--- config.mk ---
export PLATFORM = sky130hd
export DESIGN_NAME = seg_scan_ctrl
export DESIGN_NICKNAME = d
export VERILOG_FILES = /design/src/rtl/seg_scan_ctrl.sv
export SDC_FILE = /design/constraint.sdc
export NUM_CORES = 1
export LEC_CHECK = 0
export CORE_UTILIZATION = 61
export CTS_BUF_LIST = sky130_fd_sc_hd__clkbuf_8
export DETAILED_ROUTE_END_ITERATION = 7
export DONT_BUFFER_PORTS = 1
export PLACE_DENSITY = 0.87
export SYNTH_ARGS = -nofsm -noshare
export SYNTH_HDL_FRONTEND = slang
export SYNTH_SLANG_ARGS = --single-unit
--- constraint.sdc ---
create_clock -name clock -period 2.09 [get_ports clock]
set_input_delay 0.418 -clock clock [delete_from_list [all_inputs] [get_ports clock]]
set_output_delay 0.418 -clock clock [all_outputs]
set_load 0.01 [all_outputs]
--- src/rtl/seg_scan_ctrl.sv ---
// Time-multiplexed 7-segment scan controller with dead time and leading-zero blanking.
// Optional SEG_SCAN_BLINK_EN adds blink_mask and a 16-frame blink phase.
module seg_scan_ctrl #(
    parameter int unsigned NUM_DIGITS  = 4,
    parameter int unsigned ADDR_W      = 2,
    parameter int unsigned PRESCALE    = 50000,
    parameter int unsigned DEAD_CYCLES = 2
) (
    input  logic                  clock,
    input  logic                  resetn,
    input  logic                  wr_en,
    input  logic [ADDR_W-1:0]     wr_addr,
    input  logic [3:0]            wr_data,
    input  logic                  blank_lz,
`ifdef SEG_SCAN_BLINK_EN
    input  logic [NUM_DIGITS-1:0] blink_mask,
`endif
    output logic [3:0]            dec_nibble,
    input  logic [6:0]            dec_seg,
    output logic [6:0]            seg_out,
    output logic [NUM_DIGITS-1:0] an_n,
    output logic                  scan_wrap
);

    localparam int unsigned IDX_W     = $clog2(NUM_DIGITS);
    localparam int unsigned CNT_W     = (PRESCALE > 1) ? $clog2(PRESCALE) : 1;
    localparam int unsigned DCNT_W    = (DEAD_CYCLES > 1) ? $clog2(DEAD_CYCLES) : 1;
    localparam int unsigned CNT_LAST  = PRESCALE - 1;
    localparam int unsigned DEAD_LAST = (DEAD_CYCLES > 0) ? DEAD_CYCLES - 1 : 0;
    localparam logic [6:0]  SEG_OFF   = 7'h7F;

    typedef enum logic {SHOW, DEAD} state_t;

    state_t             state_q, state_d;
    logic [CNT_W-1:0]   cnt_q, cnt_d;
    logic [DCNT_W-1:0]  dcnt_q, dcnt_d;
    logic [IDX_W-1:0]   idx_q, idx_d;
    logic               wrap_d, wrap_pend_q, advance;
    logic [NUM_DIGITS-1:0] an_d;
    logic [6:0]         seg_d;
    logic [3:0]         digit_reg [NUM_DIGITS];
    logic [NUM_DIGITS-1:0] lz_blank;
    logic               zero_above;
    logic               blank_cur;
    logic               blink_off;

    // Digit register file; out-of-range addresses are dropped
    always_ff @(posedge clock or negedge resetn) begin
        if (!resetn) begin
            for (int i = 0; i < int'(NUM_DIGITS); i++) digit_reg[i] <= 4'd0;
        end else if (wr_en && (32'(wr_addr) < NUM_DIGITS)) begin
            digit_reg[wr_addr[IDX_W-1:0]] <= wr_data;
        end
    end

    assign dec_nibble = digit_reg[idx_q];

    // A digit is a leading zero when it and every higher digit are zero; digit 0 always shows
    always_comb begin
        lz_blank   = '0;
        zero_above = 1'b1;
        for (int i = int'(NUM_DIGITS) - 1; i > 0; i--) begin
            zero_above  = zero_above & (digit_reg[i] == 4'd0);
            lz_blank[i] = zero_above;
        end
    end

    assign blank_cur = blank_lz & lz_blank[idx_q];

`ifdef SEG_SCAN_BLINK_EN
    logic [4:0] frame_cnt;

    // Counts frames on the wrap edge so the new phase lines up with digit 0's first SHOW output
    always_ff @(posedge clock or negedge resetn) begin
        if (!resetn)     frame_cnt <= 5'd0;
        else if (wrap_d) frame_cnt <= frame_cnt + 5'd1;
    end

    assign blink_off = frame_cnt[4] & blink_mask[idx_q];
`else
    assign blink_off = 1'b0;
`endif

    // Next-state, scan counters and next output values
    always_comb begin
        state_d = state_q;
        cnt_d   = cnt_q;
        dcnt_d  = dcnt_q;
        idx_d   = idx_q;
        wrap_d  = 1'b0;
        advance = 1'b0;
        an_d    = '1;
        seg_d   = SEG_OFF;
        case (state_q)
            SHOW: begin
                an_d  = ~(NUM_DIGITS'(1) << idx_q);
                seg_d = (blank_cur || blink_off) ? SEG_OFF : dec_seg;
                if (cnt_q == CNT_W'(CNT_LAST)) begin
                    cnt_d = '0;
                    if (DEAD_CYCLES == 0) advance = 1'b1;
                    else                  state_d = DEAD;
                end else begin
                    cnt_d = cnt_q + CNT_W'(1);
                end
            end
            DEAD: begin
                if (dcnt_q == DCNT_W'(DEAD_LAST)) begin
                    dcnt_d  = '0;
                    advance = 1'b1;
                    state_d = SHOW;
                end else begin
                    dcnt_d = dcnt_q + DCNT_W'(1);
                end
            end
            default: state_d = SHOW;
        endcase
        if (advance) begin
            if (idx_q == IDX_W'(NUM_DIGITS - 1)) begin
                idx_d  = '0;
                wrap_d = 1'b1;
            end else begin
                idx_d = idx_q + IDX_W'(1);
            end
        end
    end

    // State and output registers; scan_wrap is delayed one extra stage to sit on digit 0's first enable
    always_ff @(posedge clock or negedge resetn) begin
        if (!resetn) begin
            state_q     <= SHOW;
            cnt_q       <= '0;
            dcnt_q      <= '0;
            idx_q       <= '0;
            wrap_pend_q <= 1'b0;
            an_n        <= '1;
            seg_out     <= SEG_OFF;
            scan_wrap   <= 1'b0;
        end else begin
            state_q     <= state_d;
            cnt_q       <= cnt_d;
            dcnt_q      <= dcnt_d;
            idx_q       <= idx_d;
            wrap_pend_q <= wrap_d;
            an_n        <= an_d;
            seg_out     <= seg_d;
            scan_wrap   <= wrap_pend_q;
        end
    end

endmodule
==> metrics.csv <==
metric;value;unit
rows;21;
synth-seq-area-share;56.47;%
drv_cap;0;
yosys_warnings;0;
required;1.67;ns
hold_viol_final;0;
ant_nets;0;
track_usage;23.36;%
wl_per_cell;17.48;um
hold_buffers;2;
crit_chain;mux4_2;
peakVddDrop;0.5334;mV
ctsRootBufferMaster;clkbuf_8;
port_buffers;0;
antenna_found_initial;0;
placed_cell_area;2250;um2
rr_startpoint;state_q;
async_flop_share;100.0;%
clkSinkCount;49;
initial_core_util;64.78;%
die_x;62;um
cts_buffers;5;
final_layout_size_suffix_gt1_share;25.97;%
syn_area;2196;um2
skew;0.008276;ns
use_met1;27.63;%
setup_tns;0;ns
dr.pass1.iters;4;
path_buf_inv;0;
synth_seq_cells;49;
drc_errors;0;
crit_path_max_fanout;11;
post_cts_buffers;0;
clk_path_buf_depth;2;
powerDensity;729.3;nW/um2
synth_cell_types;35;
grt_busiest_layer;met2;
hold_class;in2reg;
cp_slowest_cell;dfrtp_1;
r2r_end;cnt_q[15];
grt_pass1_wl;6272;um
grtUsageMet2;41.49;%
synth_ff_type;dfrtp_1;
overflow;0;
cts_resized;0;
grt_max_degree;50;
finalNetCount;202;
cpLargestDelayFamily;flip-flops;
crit_path_end_kind;primary output;
rsz0062_at_grt;no;
run_status;finished clean;
place_congestion;0.7887;
cp_num_cells;1;
path_clk_slew;0.09;ns
reg2regPathDepth;4;
area_delta_synth_final;7.920;%
cp.arrival;1.56;ns
cp-start-kind;register;
p_leak;1.094;nW
synthCells;173;
startpoint;idx_q[0];
synth_fp_nets;195;
slew_headroom;67.72;%
fin_crit_sh;94.68;%
io_pins;33;
mostFrequentLayoutCells;dfrtp_1 (38), nor2_1 (17), mux2_2 (17), nand2_1 (14), dfstp_2 (11);
crit_path_end;dec_nibble[2];
clk_latency;0.30;ns
critPathKind;reg2out;
final_common_cell;dfrtp_1;
drtIter0Drc;88;
max_freq;0.5053;GHz
avgSynthCellArea;12.69;um2
die_height;62;um
synth_edf_count;0;
n_antenna_cell;0;
crit_path_max_incr_delay;0.65;ns
min_period;1.979;ns
cts_tree;built;
setup_viol;0;
dieArea;3844;um2
vias;1348;
post_drt_via_cell_ratio;5.938;
dp_hpwl;2891;um
slew_violations;0;
met3_usage;4.762;%
grt_pass1_vias;1376;
htree_num_levels;2;
design_area;2370;um2
worst_pin_slew;0.4842;ns
core-area;3390;um2
r2r_slack;0.49;ns
drt-total-wl;3969;um
## cells by family (layout without fill, tap and decap cells)
kind of cell               count (synthesis)  in the layout  share of synthesized area (%)
and+or+nand+nor                           69             69                          18.52
DFF                                       49             49                          56.47
muxes                                     22             22                          13.28
xor gates and xnor gates                  14             14                          5.584
AOI/OAI and AO/OA                          7              7                          1.937
buffers and inverters                      7             15                          1.367
adders and majority gates                  5              5                          2.849
## power by group
| part | leakage (nW) | switching, mW | internal, mW |
|---|---|---|---|
| clock | 0.0491 | 0.290 | 0.227 |
| combinational | 0.447 | 0.0589 | 0.0809 |
| sequential | 0.598 | 0.0520 | 1.02 |
## cell usage after synthesis (2+ instances only)
master / instances / area [um2]
dfrtp_1: 38 / 950.9
mux2_2: 17 / 191.4
nor2_1: 17 / 63.81
nand2_1: 14 / 52.55
dfstp_2: 11 / 289.0
xnor2_1: 8 / 70.07
nand2b_1: 7 / 43.79
xor2_1: 6 / 52.55
ha_1: 5 / 62.56
and3_1: 4 / 25.02
mux4_2: 4 / 90.09
nand3_1: 4 / 20.02
nand4_1: 4 / 25.02
o21ai_0: 4 / 20.02
inv_1: 3 / 11.26
a21o_1: 2 / 15.01
and4b_1: 2 / 20.02
buf_2: 2 / 10.01
nand3b_1: 2 / 15.01
nor3_1: 2 / 10.01
nor4_1: 2 / 12.51
nor4b_1: 2 / 17.52
## through the flow
step | utilization, % | cells | setup WS [ns] | power [mW] | hold WS, ns
after detailed placement | 66.37 | 217 | 0.4320 | 1.204 | 0.1233
after global placement | 66.37 | 217 | 0.4578 | 1.196 | 0.1236
after CTS | 69.92 | 227 | 0.1032 | 1.746 | 0.2125
after floorplan | - | 173 | 0.5652 | 1.170 | 0.1224
final | 69.92 | 227 | 0.1112 | 1.728 | 0.2219
after global routing | 69.92 | 227 | 0.05224 | 1.797 | 0.2102
## layout make-up
class	count	area (um2)
Fill cell	243	1020
Timing Repair Buffer	4	52.55
Clock inverter	3	13.76
Sequential cell	49	1240
Inverter	3	11.26
Multi-Input combinational cell	117	925.9
Tap cell	46	57.56
Clock buffer	5	68.82
## per-layer routing
metal	part of all wire, %	wire length, um	up-vias
met3	3.7	145	6
met1	39	1552	697
li1	-	-	615
met4	1.5	58	0
met5	0	0	-
met2	56	2212	30
## how the worst min path moves through the flow
stage,from,endpoint,slack (ns),depth (start not counted)
finish,dec_seg[0],seg_out[0],0.22,2
global route,dec_seg[0],seg_out[0],0.21,2
floorplan,resetn,cnt_q[0],0.12,0
global placement,resetn,scan_wrap,0.12,0
CTS,dec_seg[0],seg_out[0],0.21,2
detailed placement,resetn,cnt_q[7],0.12,0
No activity file was read; power rests on OpenSTA's default activity.
